==> config.mk <==
export PLATFORM = sky130hd
export DESIGN_NAME = ir_tx_scheduler
export DESIGN_NICKNAME = d
export VERILOG_FILES = /design/src/rtl/ir_tx_scheduler.sv
export SDC_FILE = /design/constraint.sdc
export NUM_CORES = 1
export LEC_CHECK = 0
export ABC_AREA = 1
export CORE_MARGIN = 2
export CORE_UTILIZATION = 30
export CTS_CLUSTER_DIAMETER = 30
export DETAILED_ROUTE_END_ITERATION = 8
export DONT_BUFFER_PORTS = 1
export GPL_TIMING_DRIVEN = 0
export HOLD_SLACK_MARGIN = 0.08
export PLACE_DENSITY = 0.43
export SYNTH_ARGS = -nofsm -noshare
export SYNTH_HDL_FRONTEND = slang
export SYNTH_SLANG_ARGS = --single-unit
==> constraint.sdc <==
create_clock -name clk -period 5.3 [get_ports clk]
set_input_delay 0.795 -clock clk [delete_from_list [all_inputs] [get_ports clk]]
set_output_delay 0.795 -clock clk [all_outputs]
set_load 0.005 [all_outputs]
==> src/rtl/ir_tx_scheduler.sv <==
// Key arbiter and NEC frame/repeat sequencer in front of ir_encoder.
// Round-robin over latched key presses; repeat codes while the key is held.
module ir_tx_scheduler #(
  parameter int unsigned REPEAT_CYC = 2_700_000,
  parameter logic [31:0] CMD0 = 32'b10011101011000100000011100000111,
  parameter logic [31:0] CMD1 = 32'b10011111011000000000011100000111,
  parameter logic [31:0] CMD2 = 32'b10011110011000010000011100000111,
  parameter logic [31:0] CMD3 = 32'b10011010011001010000011100000111
) (
  input  logic        clk,
  input  logic        rst_n,
  input  logic [3:0]  req_state,
  input  logic        enc_ready,
  output logic        enc_valid,
  output logic [31:0] enc_cmd,
  output logic        enc_repeat,
  output logic [1:0]  active_id,
  output logic        busy
);

  localparam logic [23:0] TMAX = 24'(REPEAT_CYC - 1);

  typedef enum logic [2:0] {
    IDLE,
    SEND_FRAME,
    WAIT_DONE,
    HOLD,
    SEND_REPEAT
  } state_e;

  state_e      state_q, state_d;
  logic [3:0]  prev_q;
  logic [3:0]  pend_q, pend_d;
  logic [1:0]  last_q, last_d;
  logic [1:0]  act_q, act_d;
  logic [31:0] cmd_q, cmd_d;
  logic        vld_q, vld_d;
  logic        rep_q, rep_d;
  logic        busy_q, busy_d;
  logic        first_q, first_d;
  logic [23:0] tmr_q, tmr_d;

  logic        gnt_any;
  logic [1:0]  gnt_id;
  logic [1:0]  idx;
  logic [3:0]  gnt_mask;
  logic        hs;

  // Search starts one past the last winner so every key gets a turn
  always_comb begin
    gnt_any = 1'b0;
    gnt_id  = last_q;
    idx     = last_q;
    for (int k = 1; k <= 4; k++) begin
      idx = last_q + 2'(k);
      if (!gnt_any && pend_q[idx]) begin
        gnt_any = 1'b1;
        gnt_id  = idx;
      end
    end
  end

  function automatic logic [31:0] cmd_of(input logic [1:0] id);
    logic [31:0] c;
    c = CMD0;
    unique case (1'b1)
      (id == 2'd0): c = CMD0;
      (id == 2'd1): c = CMD1;
      (id == 2'd2): c = CMD2;
      (id == 2'd3): c = CMD3;
      default:      c = CMD0;
    endcase
    return c;
  endfunction

  always_comb begin
    hs       = vld_q & enc_ready;
    gnt_mask = 4'b0000;
    state_d  = state_q;
    last_d   = last_q;
    act_d    = act_q;
    cmd_d    = cmd_q;
    vld_d    = vld_q;
    rep_d    = rep_q;
    first_d  = 1'b0;
    if (hs)
      tmr_d = '0;
    else if (tmr_q < TMAX)
      tmr_d = tmr_q + 24'd1;
    else
      tmr_d = tmr_q;

    unique case (state_q)
      IDLE: begin
        if (gnt_any) begin
          gnt_mask[gnt_id] = 1'b1;
          state_d = SEND_FRAME;
          vld_d   = 1'b1;
          rep_d   = 1'b0;
          act_d   = gnt_id;
          last_d  = gnt_id;
          cmd_d   = cmd_of(gnt_id);
        end
      end
      SEND_FRAME, SEND_REPEAT: begin
        if (hs) begin
          vld_d   = 1'b0;
          first_d = 1'b1;
          state_d = WAIT_DONE;
        end
      end
      WAIT_DONE: begin
        // enc_ready may still be stale in the cycle right after a handshake
        if (!first_q && enc_ready)
          state_d = req_state[act_q] ? HOLD : IDLE;
      end
      HOLD: begin
        if (!req_state[act_q]) begin
          state_d = IDLE;
        end else if (tmr_q >= TMAX) begin
          state_d = SEND_REPEAT;
          vld_d   = 1'b1;
          rep_d   = 1'b1;
        end
      end
      default: state_d = IDLE;
    endcase

    pend_d = (pend_q & ~gnt_mask) | (req_state & ~prev_q);
    busy_d = (state_d != IDLE) | (|pend_d);
  end

  always_ff @(posedge clk or negedge rst_n) begin
    if (!rst_n) begin
      state_q <= IDLE;
      prev_q  <= 4'b1111;
      pend_q  <= '0;
      last_q  <= 2'd3;
      act_q   <= '0;
      cmd_q   <= '0;
      vld_q   <= 1'b0;
      rep_q   <= 1'b0;
      busy_q  <= 1'b0;
      first_q <= 1'b0;
      tmr_q   <= '0;
    end else begin
      state_q <= state_d;
      prev_q  <= req_state;
      pend_q  <= pend_d;
      last_q  <= last_d;
      act_q   <= act_d;
      cmd_q   <= cmd_d;
      vld_q   <= vld_d;
      rep_q   <= rep_d;
      busy_q  <= busy_d;
      first_q <= first_d;
      tmr_q   <= tmr_d;
    end
  end

  assign enc_valid  = vld_q;
  assign enc_cmd    = cmd_q;
  assign enc_repeat = rep_q;
  assign active_id  = act_q;
  assign busy       = busy_q;

endmodule

Word level (Yosys, flattened, before mapping)
Cells that the tools add are included.
Word-level totals
  input bits: 7
  register bits after elaboration: 75
  output and inout bits: 37
  logic and storage cells: 102
Cells by class
  bitwise operators: 7
  $add $sub $neg: 4
  reduce and logical (&&, ||, !) cells: 19
  order comparisons: 9
  equal/unequal tests: 11
  muxes and demuxes: 41
Operators by type and width (count)
  one-hot mux 27 bit (3 select lines): 1
  two-way mux 24 bit: 2
  adder 24 x 1 -> 24 bit, second input constant: 1
  greater-or-equal comparator 24 x 22 -> 1 bit, second input constant: 1
  less-than comparator 24 x 22 -> 1 bit, second input constant: 1
  less-than comparator 2 x 3 -> 1 bit, second input constant: 6
  two-way mux 1 bit: 17
  two-way mux 3 bit: 5
  one-hot mux 3 bit (4 select lines): 1
  binary-select mux 1 bit (select 2 bit): 5
  two-way mux 2 bit: 5
  bitwise AND 4 bit: 2
  two-way mux 4 bit: 2
  != test 2 bit, second input constant: 4
  NOT 4 bit: 2
  == test 3 x 2 -> 1 bit, second input constant: 2
  nonzero test 3 bit: 2
  logical AND 1 bit: 5
  AND reduction 5 bit: 1
  adder 2 bit, second input constant: 2
  == test 2 bit, second input constant: 2
  logical NOT 1 bit: 4
  bitwise OR 4 bit: 1
  AND reduction 4 bit: 1
  15 further kinds: 16

Logic depth before layout (Yosys ltp)
Gate-level depths: netlist of the first run.
  word-level depth: 24
  gate-level depth with buffers: 15
  mapped depth without buffers: 15

Least setup slack after synthesis of the first run
Ideal clock, no wire load.
  path type: reg-to-reg
  from: register last_q[0]
  to: register busy_q, in the netlist busy
  data required time: 5.171 ns
  setup slack: 3.531 ns
  library setup time: 0.129 ns
  arrival time: 1.640 ns
  cell stages (with the launch flop): 16
  clock period less this slack: 1.769 ns
  path through: dfstp_2 > buf_6 > nand2_1 > nand2_2 > nand2_4 > nand2_4 > nor2_8 > nand3_4 > nand2_4 > inv_4 > buf_6 > nand3_2 > nand2_2 > nand2_2 > nor2_2 > nand3_1
On the way
  cells in the longest elaborated chain, start to end: 24
Ends and longest elaborated chain
  from (decl): RTL line 34  | logic [1:0] last_q, last_d;
  from (signal assigned): RTL line 150  | last_q <= last_d;
  adder 2 x 1 -> 2 bit: RTL line 55  | idx = last_q + 2'(k);
  binary-select mux 1 bit (select 2 bit): RTL line 56  | if (!gnt_any && pend_q[idx]) begin
  two-way mux 1 bit (not written as such): RTL line 56
  two-way mux 1 bit: RTL line 56
  logical NOT 1 bit: RTL line 56
  logical AND 1 bit: RTL line 56
  two-way mux 1 bit: RTL line 56
  logical NOT 1 bit: RTL line 56
  (+10 left out)
  two-way mux 4 bit *: RTL line 93  | unique case (state_q)
  NOT 4 bit *: RTL line 129  | pend_d = (pend_q & ~gnt_mask) | (req_state & ~prev_q);
  bitwise AND 4 bit *: RTL line 129
  bitwise OR 4 bit *: RTL line 129
  via pend_d[3]: RTL line 33  | logic [3:0] pend_q, pend_d;
  OR reduction 4 bit *: RTL line 130  | busy_d = (state_d != IDLE) | (|pend_d);
  bitwise OR 1 bit *: RTL line 130
  via busy_d: RTL line 39  | logic busy_q, busy_d;
  to (signal assigned): RTL line 155  | busy_q <= busy_d;
  to (decl): RTL line 39
The timed path passes the listed nets; every way through them passes the cells marked *. The select of a mux whose other input is x is not followed.
A chain may end at the register's enable or synchronous reset.

Final worst setup path of the first run
Ends and elaborated chain as after synthesis.

==> run_results.csv, run 1 <==
group,metric,value,unit
run_status,status,"completed",
global_route,grt_pass1_vias,2408,
global_route,grt_use_total,0.1290,
timing,fin_crit,2104,ps
floorplan,die_y,104.8,um
routing,wire_per_inst,12.05,um
critical_path,cp.required,5480,ps
critical_path,start_kind,"flop",
global_route,grt_max_degree,50,
routing,wl_met3,284,um
clocking,postCtsSetupRepairBufs,0,
placement,port_buffers,0,
global_route,grt_overflow,0,
cells_and_area,utilization,0.3419,
pwr,power-per-cell-area,448.8,nW/um2
cells_and_area,drive_above_1_share,0.1787,
floorplan,die-area,10980,um2
floorplan,initial_core_util,0.3104,
critical_path,critPathCaptureType,"flop",
timing,drv_slew,0,
routing,num_vias,2460,
pwr,p_leak,1.675,nW
synth,ys_ff_latch,49,
routing,first_iter_violations,90,
timing,max-slew-margin-rel,0.6210,
clocking,clk_path_buf_depth,2,
routing,wl_met1,3.435,mm
synth,synth_warnings,0,
placement,place.gp.congestion,0.7997,
global_route,antenna_found_initial,0,
critical_path,crit_slowest_cell,"dfstp_2",
floorplan,die_x,104.8,um
clocking,htreeDepth,2,
timing,skew,8.797,ps
clocking,cts.clk_slew.worst_paths,100,ps
critical_path,crit_path_max_incr_delay,550,ps
critical_path,path_cells,"buf_6 -> nand2_1 -> nand2_2 -> nand2_4 -> nand2_4 -> nor2_8 -> nand3_4 -> nand2_4 -> inv_4 -> buf_6 -> nand3_1 -> nand2_1 -> nand2_2 -> nor2_1 -> nand3_1",
routing,firstDrtPassIters,4,
routing,via_per_inst,4.362,
routing,drt_wl_total,6.795,mm
cells_and_area,final_common_cell,"nand2_1",
cells_and_area,syn2layout_area_growth,10.14,%
clocking,hold_buffers,0,
timing,period_share,0.3970,
min_path,min_path_type,"in2async",
clocking,cts_buffers,5,
routing,ant_nets,0,
synth,ys_seq_area_frac,0.4048,
synth,ys_types,43,
timing,tightest_slew,562.6,ps
synth,synth_top_flop_cell,"dfrtp_1",
floorplan,ios,44,
routing,drcViolationCount,0,
clocking,root_buffer,"clkbuf_8",
timing,hold_violations,0,
cells_and_area,diodes,0,
global_route,grt_pass1_wl,11.54,mm
critical_path,critPathKind,"reg2reg",
placement,hpwl,5.196,mm
timing,finalSetupTns,0,ps
critical_path,cpMostUsedCell,"nand2_4",
synth,postSynthAreaPerCell,7.452,um2
timing,setup_viol,0,
synth,netlist_area,3048,um2
cells_and_area,fin_nets,438,
critical_path,r2r_slack,3200,ps
floorplan,design.core.area,9819,um2
cells_and_area,finalInstanceArea,3357,um2
critical_path,timing.rr.end,"busy$_DFF_PN0_",
critical_path,r2r_cells,15,
critical_path,worstReg2RegStart,"last_q[0]$_DFFE_PN1P_",
clocking,cts_tree,"done",
floorplan,row_count,36,
clocking,clk_latency,310,ps
routing,routed.top_layer,"met4",
clocking,cts.repair.resized,0,
routing,wl_met2,3.012,mm
synth,synthArstFlopShare,1.000,
cells_and_area,most-common-layout-cells,"nand2_1 (111), inv_1 (49), dfrtp_1 (43), nor2_1 (39), buf_4 (26)",
synth,synth_cells,409,
placement,placed_area,3267,um2
timing,max_freq,475.2,MHz
synth,synth_edf_count,0,
timing,rsz0062_at_grt,"no",
pwr,ir_drop,0.0001644,V
critical_path,worst-path-max-fanout,10,
run,cap_viol_max_count,0,
critical_path,cp.arrival,2290,ps
clocking,cts_sinks,49,
==> worst max path at each step <==
stage | from | endpoint | cells after the start
2_1_floorplan | last_q[0]$_DFFE_PN1P_ | busy$_DFF_PN0_ | 15
3_3_place_gp | enc_ready | busy$_DFF_PN0_ | 10
3_5_place_dp | enc_ready | enc_valid$_DFFE_PN0P_ | 6
4_1_cts | last_q[0]$_DFFE_PN1P_ | busy$_DFF_PN0_ | 15
5_1_grt | tmr_q[9]$_DFFE_PN0P_ | busy$_DFF_PN0_ | 13
6_report | last_q[0]$_DFFE_PN1P_ | busy$_DFF_PN0_ | 15
==> worst max-delay path: cells and delay by family, from the launching register on <==
| family | cells | cell delay, ps |
|---|---|---|
| simple gates | 12 | 1080 |
| flops | 1 | 550 |
| buf+inv | 3 | 350 |
==> final cells by class <==
cell class                 count  area [um2]
clock buffer                   5       68.82
multi-input combinational    289        1424
fill                        1058        6462
tap                          133       166.4
sequential                    49        1234
clock inverter                 3       21.27
inverter                      53       201.4
buffer                        32       241.5
==> routing by layer <==
layer,track usage,up-vias
met5,0,-
met4,0.03714,0
met3,0.02620,4
met2,0.2004,52
met1,0.1814,1111
li1,-,1293
==> stage by stage <==
stage / setup slack, ps / hold slack (ps) / cells / power (mW)
floorplan: 3531 / 464.9 / 423 / 1.125
global placement: 3063 / 484.8 / 556 / 1.286
detailed placement: 3127 / 489.8 / 556 / 1.287
CTS: 3147 / 154.6 / 564 / 1.532
global route: 2972 / 146.1 / 564 / 1.647
finish: 3196 / 172.7 / 564 / 1.507
==> where the power goes <==
part / internal (mW) / total (mW) / switching (mW)
clock: 0.0940 / 0.230 / 0.136
combinational: 0.252 / 0.758 / 0.506
sequential: 0.456 / 0.518 / 0.0627
==> cell usage after synthesis, types with 2 or more instances <==
cell type	instances	area, um2
nand2_1	111	416.7
dfstp_2	6	157.7
buf_4	26	195.2
nor4_1	2	12.51
o21a_1	3	22.52
a21oi_1	14	70.07
nor2_1	39	146.4
nand2_4	6	67.56
nand4_1	6	37.54
nor2_2	4	25.02
clkbuf_1	2	7.510
xor2_1	3	26.28
nor3_1	10	50.05
nand3_1	23	115.1
nand3_2	3	30.03
inv_2	3	11.26
inv_1	49	183.9
a31oi_1	3	18.77
nand2_2	9	56.30
or2_2	2	12.51
buf_6	3	33.78
o21ai_0	19	95.09
dfrtp_1	43	1076
==> registers in the layout (all words and copies together) (netlist names) <==
signal	cells
tmr_q	24
enc_cmd	7
pend_q	4
prev_q	4
state_q	3
last_q	2
active_id	1
busy	1
enc_repeat	1
enc_valid	1
first_q	1
==> logic make-up (layout without fill, tap and decap cells) <==
group	count (synthesis)	after routing	share of synthesized area
simple gates	222	222	0.3428
buf+inv	85	93	0.1453
flops	49	49	0.4048
compound gates	48	48	0.09319
xor+xnor	3	3	0.008622
fa+ha+maj	1	1	0.004104
other cells	1	15	0.001230
(Power assumes the default switching activity.)
==> run 2: changes to the inputs <==
--- a/config.mk
+++ b/config.mk
@@ -13,7 +13,7 @@
 export DONT_BUFFER_PORTS = 1
 export GPL_TIMING_DRIVEN = 0
 export HOLD_SLACK_MARGIN = 0.08
-export PLACE_DENSITY = 0.43
+export PLACE_DENSITY = 0.44
 export SYNTH_ARGS = -nofsm -noshare
 export SYNTH_HDL_FRONTEND = slang
 export SYNTH_SLANG_ARGS = --single-unit
==> constraint.sdc (replaced) <==
create_clock -name clk -period 1.9 [get_ports clk]
set_input_delay 0.285 -clock clk [delete_from_list [all_inputs] [get_ports clk]]
set_output_delay 0.285 -clock clk [all_outputs]
set_load 0.005 [all_outputs]
==> run 2 against run 1 <==
The run now ends with negative setup slack left. Non-clock buffer count up 37. Die area did not move. Global-route usage grew 1.0 points. Register-to-register slack worse by 3300 ps. Critical path type unchanged. Largest cell class unchanged.
==> run_results.csv, run 2 (same netlist as run 1, synthesis figures left out) <==
group,metric,value,unit
floorplan,ios,44,
cells_and_area,top_register,"tmr_q",
routing,first_iter_violations,63,
min_path,min_path_type,"in2reg",
timing,tightest_slew,546.3,ps
timing,max-slew-margin-rel,0.6358,
pwr,power,5.242,mW
timing,skew,6.385,ps
placement,dp_cells,556,
global_route,grt_pass1_wl,12.35,mm
routing,ant_nets,0,
timing,hold_violations,0,
critical_path,cpMostUsedCell,"nand2_4",
routing,firstDrtPassIters,4,
routing,drcViolationCount,0,
floorplan,design.core.area,9819,um2
cells_and_area,diodes,0,
critical_path,critPathCaptureType,"flop",
critical_path,path_delay_family,"simple AND/OR/NAND/NOR gates",
critical_path,path_cells,"buf_6 -> nand2_4 -> nand2_4 -> nand2_4 -> nand2_4 -> nor2_8 -> nand3_4 -> nand2_8 -> inv_6 -> buf_8 -> nand3_4 -> nand2_2 -> nand2_2 -> nor2_4 -> nand3_2",
pwr,internal_power,2.860,mW
floorplan,row_count,36,
critical_path,cp.arrival,2190,ps
placement,place.gp.congestion,0.7984,
routing,via_per_inst,4.476,
global_route,grt_use_total,0.1394,
placement,pre_cts_ws,-258.7,ps
global_route,grt_overflow,0,
timing,fin_crit,1994,ps
global_route,grt_max_degree,50,
placement,hpwl,5.245,mm
placement,port_buffers,0,
floorplan,die_x,104.8,um
clocking,htreeDepth,2,
routing,wire_per_inst,12.60,um
pwr,clkPwrFrac,0.153,
cells_and_area,final_common_cell,"nand2_1",
cells_and_area,fin_nets,475,
critical_path,critPathKind,"reg2reg",
pwr,netSwitchingFraction,0.4544,
cells_and_area,most-common-layout-cells,"nand2_1 (94), buf_4 (51), inv_1 (45), dfrtp_1 (40), nor2_1 (29)",
pwr,pwr-share-comb,0.569,
cells_and_area,syn2layout_area_growth,34.20,%
cells_and_area,fin_cells,601,
run_status,status,"complete, but fails checks",
floorplan,die_y,104.8,um
floorplan,initial_core_util,0.3104,
global_route,grt_pass1_vias,2545,
clocking,cts_buffers,5,
critical_path,start_kind,"flop",
critical_path,crit_path_max_incr_delay,590,ps
critical_path,worst-path-max-fanout,5,
pwr,power-per-cell-area,1282,nW/um2
timing,fin_ws,-94.49,ps
timing,drv_slew,0,
timing,period_share,1.050,
clocking,clk_path_buf_depth,2,
cells_and_area,largest_register_ffs,24,
clocking,root_buffer,"clkbuf_8",
pwr,power_frac_seq,0.279,
critical_path,crit_slowest_cell,"dfstp_2",
run,cap_viol_max_count,0,
timing,setup_viol,8,
critical_path,crit_buf_inv,3,
routing,drt_wl_total,7.570,mm
pwr,ir_drop,0.0005863,V
timing,max_freq,501.4,MHz
global_route,antenna_found_initial,0,
clocking,cts_tree,"done",
timing,rsz0062_at_grt,"yes",
cells_and_area,drive_above_1_share,0.3526,
routing,num_vias,2690,
pwr,p_leak,1.967,nW
pwr,switchingPower,2.382,mW
clocking,cts.clk_slew.worst_paths,90,ps
critical_path,cp.required,2090,ps
clocking,cts_sinks,49,
run_status,violations,"negative setup slack",
floorplan,die-area,10980,um2
clocking,clk_latency,310,ps
-- run 2: cell count changes in the layout (fill, tap and decap cells not counted), sizes merged --
cell,previous run,this run
buf,30,62
bufinv,0,1
clkbuf,7,9
clkinv,1,0
clkinvlp,1,0
dlygate4sd3,0,5
inv,54,53
-- run 2: area by class of cell --
cell class | count | area (um2)
Buffer | 32 | 256.5
Clock buffer | 7 | 86.33
Clock inverter | 1 | 30.03
Fill cell | 1032 | 5729
Inverter | 53 | 206.4
Multi-Input combinational cell | 289 | 1765
Sequential cell | 49 | 1237
Tap cell | 133 | 166.4
Timing Repair Buffer | 37 | 341.6
-- run 2: metal layers --
metal  part of all wire  GRT usage
met5                  0          0
met4             0.0098    0.04381
met3              0.034    0.02183
met2               0.45     0.2152
met1               0.50     0.1996
-- run 2: path summary, 6_finish.rpt --
kind | depth (start not counted) | endpoint | from | slack [ps]
setup / recovery | 15 | busy$_DFF_PN0_ | last_q[0]$_DFFE_PN1P_ | -90
hold / removal | 2 | pend_q[1]$_DFF_PN0_ | req_state[1] | 130
setup reg to reg | 15 | busy$_DFF_PN0_ | last_q[0]$_DFFE_PN1P_ | -90
hold reg to reg | 2 | enc_cmd[17]$_DFFE_PN0P_ | enc_cmd[17]$_DFFE_PN0P_ | 510
max in group asynchronous | 2 | prev_q[2]$_DFF_PN1_ | rst_n | 1090
min in group asynchronous | 2 | pend_q[0]$_DFF_PN0_ | rst_n | 500
-- run 2: metrics by stage --
step / utilization / TNS, ps / cell area, um2 / hold slack [ps]
after floorplan: - / 0 / 3100 / -10.59
after global placement: 0.3327 / -2320 / 3267 / -8.181
after detailed placement: 0.3327 / -2333 / 3267 / -8.529
after CTS: 0.3786 / -187.2 / 3717 / 126.4
after global routing: 0.4165 / -1722 / 4090 / 129.7
final: 0.4165 / -269.2 / 4090 / 130.3
-- run 2: power by group through the flow --
stage | Combinational [mW] | Clock, mW | Sequential (mW)
2_1_floorplan | 1.72 | 0 | 1.42
3_3_place_gp | 2.11 | 0 | 1.46
3_5_place_dp | 2.12 | 0 | 1.47
4_1_cts | 2.79 | 0.826 | 1.46
5_1_grt | 3.30 | 0.861 | 1.49
6_report | 2.98 | 0.800 | 1.46
-- run 2: what timing repair did --
action | CTS | global route
pin swaps | 13 | 26
hold endpoints to repair | 53 | 0
setup buffers | 15 | 15
resized for setup | 36 | 74
cloned | 2 | 0
endpoints found under the setup margin | 26 | 39
hold buffers | 6 | 0
==> run 3: changes to the inputs <==
--- a/config.mk
+++ b/config.mk
@@ -7,13 +7,13 @@
 export LEC_CHECK = 0
 export ABC_AREA = 1
 export CORE_MARGIN = 2
-export CORE_UTILIZATION = 30
+export CORE_UTILIZATION = 54
 export CTS_CLUSTER_DIAMETER = 30
 export DETAILED_ROUTE_END_ITERATION = 8
 export DONT_BUFFER_PORTS = 1
 export GPL_TIMING_DRIVEN = 0
 export HOLD_SLACK_MARGIN = 0.08
-export PLACE_DENSITY = 0.44
+export PLACE_DENSITY = 0.71
 export SYNTH_ARGS = -nofsm -noshare
 export SYNTH_HDL_FRONTEND = slang
 export SYNTH_SLANG_ARGS = --single-unit
==> run 3 against run 2 <==
The flow still finishes with violations (negative setup slack). First-iteration DRC count rose by 150%. Fmax is 1.1% higher. Via count rose by 1.3%. Non-clock buffer count decreased by 4. Critical endpoint unchanged.
==> run_results.csv, run 3 (same netlist as run 1, synthesis figures left out) <==
group,metric,value,unit
clocking,cts_buffers,5,
global_route,antenna_found_initial,0,
critical_path,crit_buf_inv,1,
timing,max_freq,506.8,MHz
pwr,power,5.035,mW
placement,hpwl,4.717,mm
cells_and_area,final_common_cell,"nand2_1",
pwr,p_leak,1.905,nW
critical_path,cpMostUsedCell,"nand2_4",
floorplan,initial_core_util,0.5569,
cells_and_area,diodes,0,
critical_path,worst-path-stages,13,
cells_and_area,top_register,"tmr_q",
clocking,cts_sinks,49,
floorplan,row_count,27,
pwr,ir_drop,0.0008940,V
cells_and_area,fin_nets,471,
run_status,violations,"negative setup slack",
timing,finalSetupTns,-144.9,ps
floorplan,die-area,6262,um2
clocking,cts_tree,"done",
critical_path,worstReg2RegStart,"last_q[1]$_DFFE_PN1P_",
floorplan,die_y,79.13,um
critical_path,r2r_slack,-70,ps
timing,period_share,1.039,
critical_path,r2r_cells,13,
critical_path,cp.required,2100,ps
global_route,grt_max_degree,50,
clocking,htreeDepth,2,
routing,first_iter_violations,156,
critical_path,crit_path_end,"busy$_DFF_PN0_",
global_route,grt_pass1_wl,11.85,mm
critical_path,critPathKind,"reg2reg",
cells_and_area,fillers,452,
floorplan,ios,44,
pwr,power-per-cell-area,1307,nW/um2
routing,drcViolationCount,0,
critical_path,crit_path_max_incr_delay,590,ps
cells_and_area,largest_register_ffs,24,
routing,firstDrtPassIters,5,
cells_and_area,syn2layout_area_growth,26.40,%
global_route,grt_pass1_vias,2548,
routing,via_per_inst,5.086,
critical_path,start_kind,"flop",
timing,setup_viol,4,
timing,tightest_slew,600.0,ps
run_status,status,"complete, but fails checks",
timing,drv_slew,0,
timing,rsz0062_at_grt,"yes",
critical_path,critPathCaptureType,"flop",
routing,drt_wl_total,7.145,mm
routing,wire_per_inst,13.33,um
timing,fin_hold_ws,128.2,ps
timing,max-slew-margin-rel,0.5973,
placement,dp_cells,495,
floorplan,design.core.area,5473,um2
cells_and_area,fin_cells,536,
placement,port_buffers,0,
clocking,cts.clk_slew.worst_paths,90,ps
critical_path,path_cells,"inv_2 -> nand2_2 -> nand2_4 -> nand2_4 -> nand2_4 -> nor2_8 -> nand3_4 -> nand2_4 -> nand2_1 -> nor2_1 -> nand2_1 -> nor2_4 -> nand3_2",
critical_path,path_delay_family,"simple AND/OR/NAND/NOR gates",
cells_and_area,most-common-layout-cells,"nand2_1 (95), buf_4 (49), inv_1 (46), dfrtp_1 (41), nor2_1 (32)",
timing,hold_violations,0,
critical_path,worst-path-max-fanout,7,
clocking,root_buffer,"clkbuf_8",
cells_and_area,drive_above_1_share,0.3233,
critical_path,cp-startpoint,"last_q[1]$_DFFE_PN1P_",
clocking,clk_path_buf_depth,2,
routing,num_vias,2726,
cells_and_area,multiInputGateArea,1677,um2
placement,place.gp.congestion,0.9055,
critical_path,cp.arrival,2170,ps
floorplan,die_x,79.13,um
critical_path,crit_slowest_cell,"dfstp_2",
timing,fin_crit,1973,ps
min_path,min_path_type,"in2reg",
global_route,grt_use_total,0.2407,
run,cap_viol_max_count,0,
routing,ant_nets,0,
cells_and_area,regArea,1236,um2
timing,fin_ws,-73.17,ps
global_route,grt_overflow,0,
clocking,clk_latency,300,ps
critical_path,timing.rr.end,"busy$_DFF_PN0_",
timing,skew,10.87,ps
==> run 3: area by class of cell <==
class | count | area share
multi-input cells | 289 | 0.4352
inverters | 53 | 0.05229
plain buffers | 32 | 0.06496
clock buffers | 8 | 0.02079
flip-flops and latches | 49 | 0.3209
repair buffers | 33 | 0.08249
well taps | 72 | 0.02338
==> run 3: power breakdown <==
| group | switching (mW) | internal (mW) | total (mW) |
|---|---|---|---|
| Clock | 0.336 | 0.263 | 0.599 |
| Sequential | 0.188 | 1.27 | 1.46 |
| Combinational | 1.82 | 1.16 | 2.98 |
| Total | 2.34 | 2.69 | 5.03 |
==> run 3: per-layer routing <==
metal	global-route usage	up-vias	routed length, um
li1	-	1366	-
met1	0.3063	1264	3006
met2	0.4153	77	3558
met3	0.04091	19	327
met4	0.08103	0	253
met5	0	-	0
==> run 3: how the worst min path moves through the flow <==
stage | to | cells after the start | slack (ps) | startpoint
floorplan | active_id[0]$_DFFE_PN0P_ | 0 | -10 | rst_n
global placement | tmr_q[2]$_DFFE_PN0P_ | 0 | -9 | rst_n
detailed placement | tmr_q[2]$_DFFE_PN0P_ | 0 | -9 | rst_n
CTS | pend_q[1]$_DFF_PN0_ | 2 | 120 | req_state[1]
global route | pend_q[1]$_DFF_PN0_ | 2 | 130 | req_state[1]
finish | pend_q[1]$_DFF_PN0_ | 2 | 130 | req_state[1]
==> run 3: repair_timing <==
action,4_1_cts,5_1_grt
setup endpoints to repair,26,35
pin swaps,7,10
setup buffers,12,13
gates resized for setup,32,47
cloned,1,1
hold buffers,6,0
hold endpoints to repair,53,0
==> run 3: through the flow <==
stage            util  setup slack [ps]  instance area (um2)
2_1_floorplan       -             130.7                 3100
3_3_place_gp   0.5830            -169.1                 3191
3_5_place_dp   0.5830            -234.0                 3191
4_1_cts        0.6546            -34.27                 3582
5_1_grt        0.7039            -181.1                 3852
6_report       0.7039            -73.17                 3852
==> run 3: worst register-to-register path, delay by kind of cell (launching register included) <==
kind | cells | cell delay [ps]
and+or+nand+nor | 12 | 1200
DFF | 1 | 590
buffers and inverters | 1 | 100
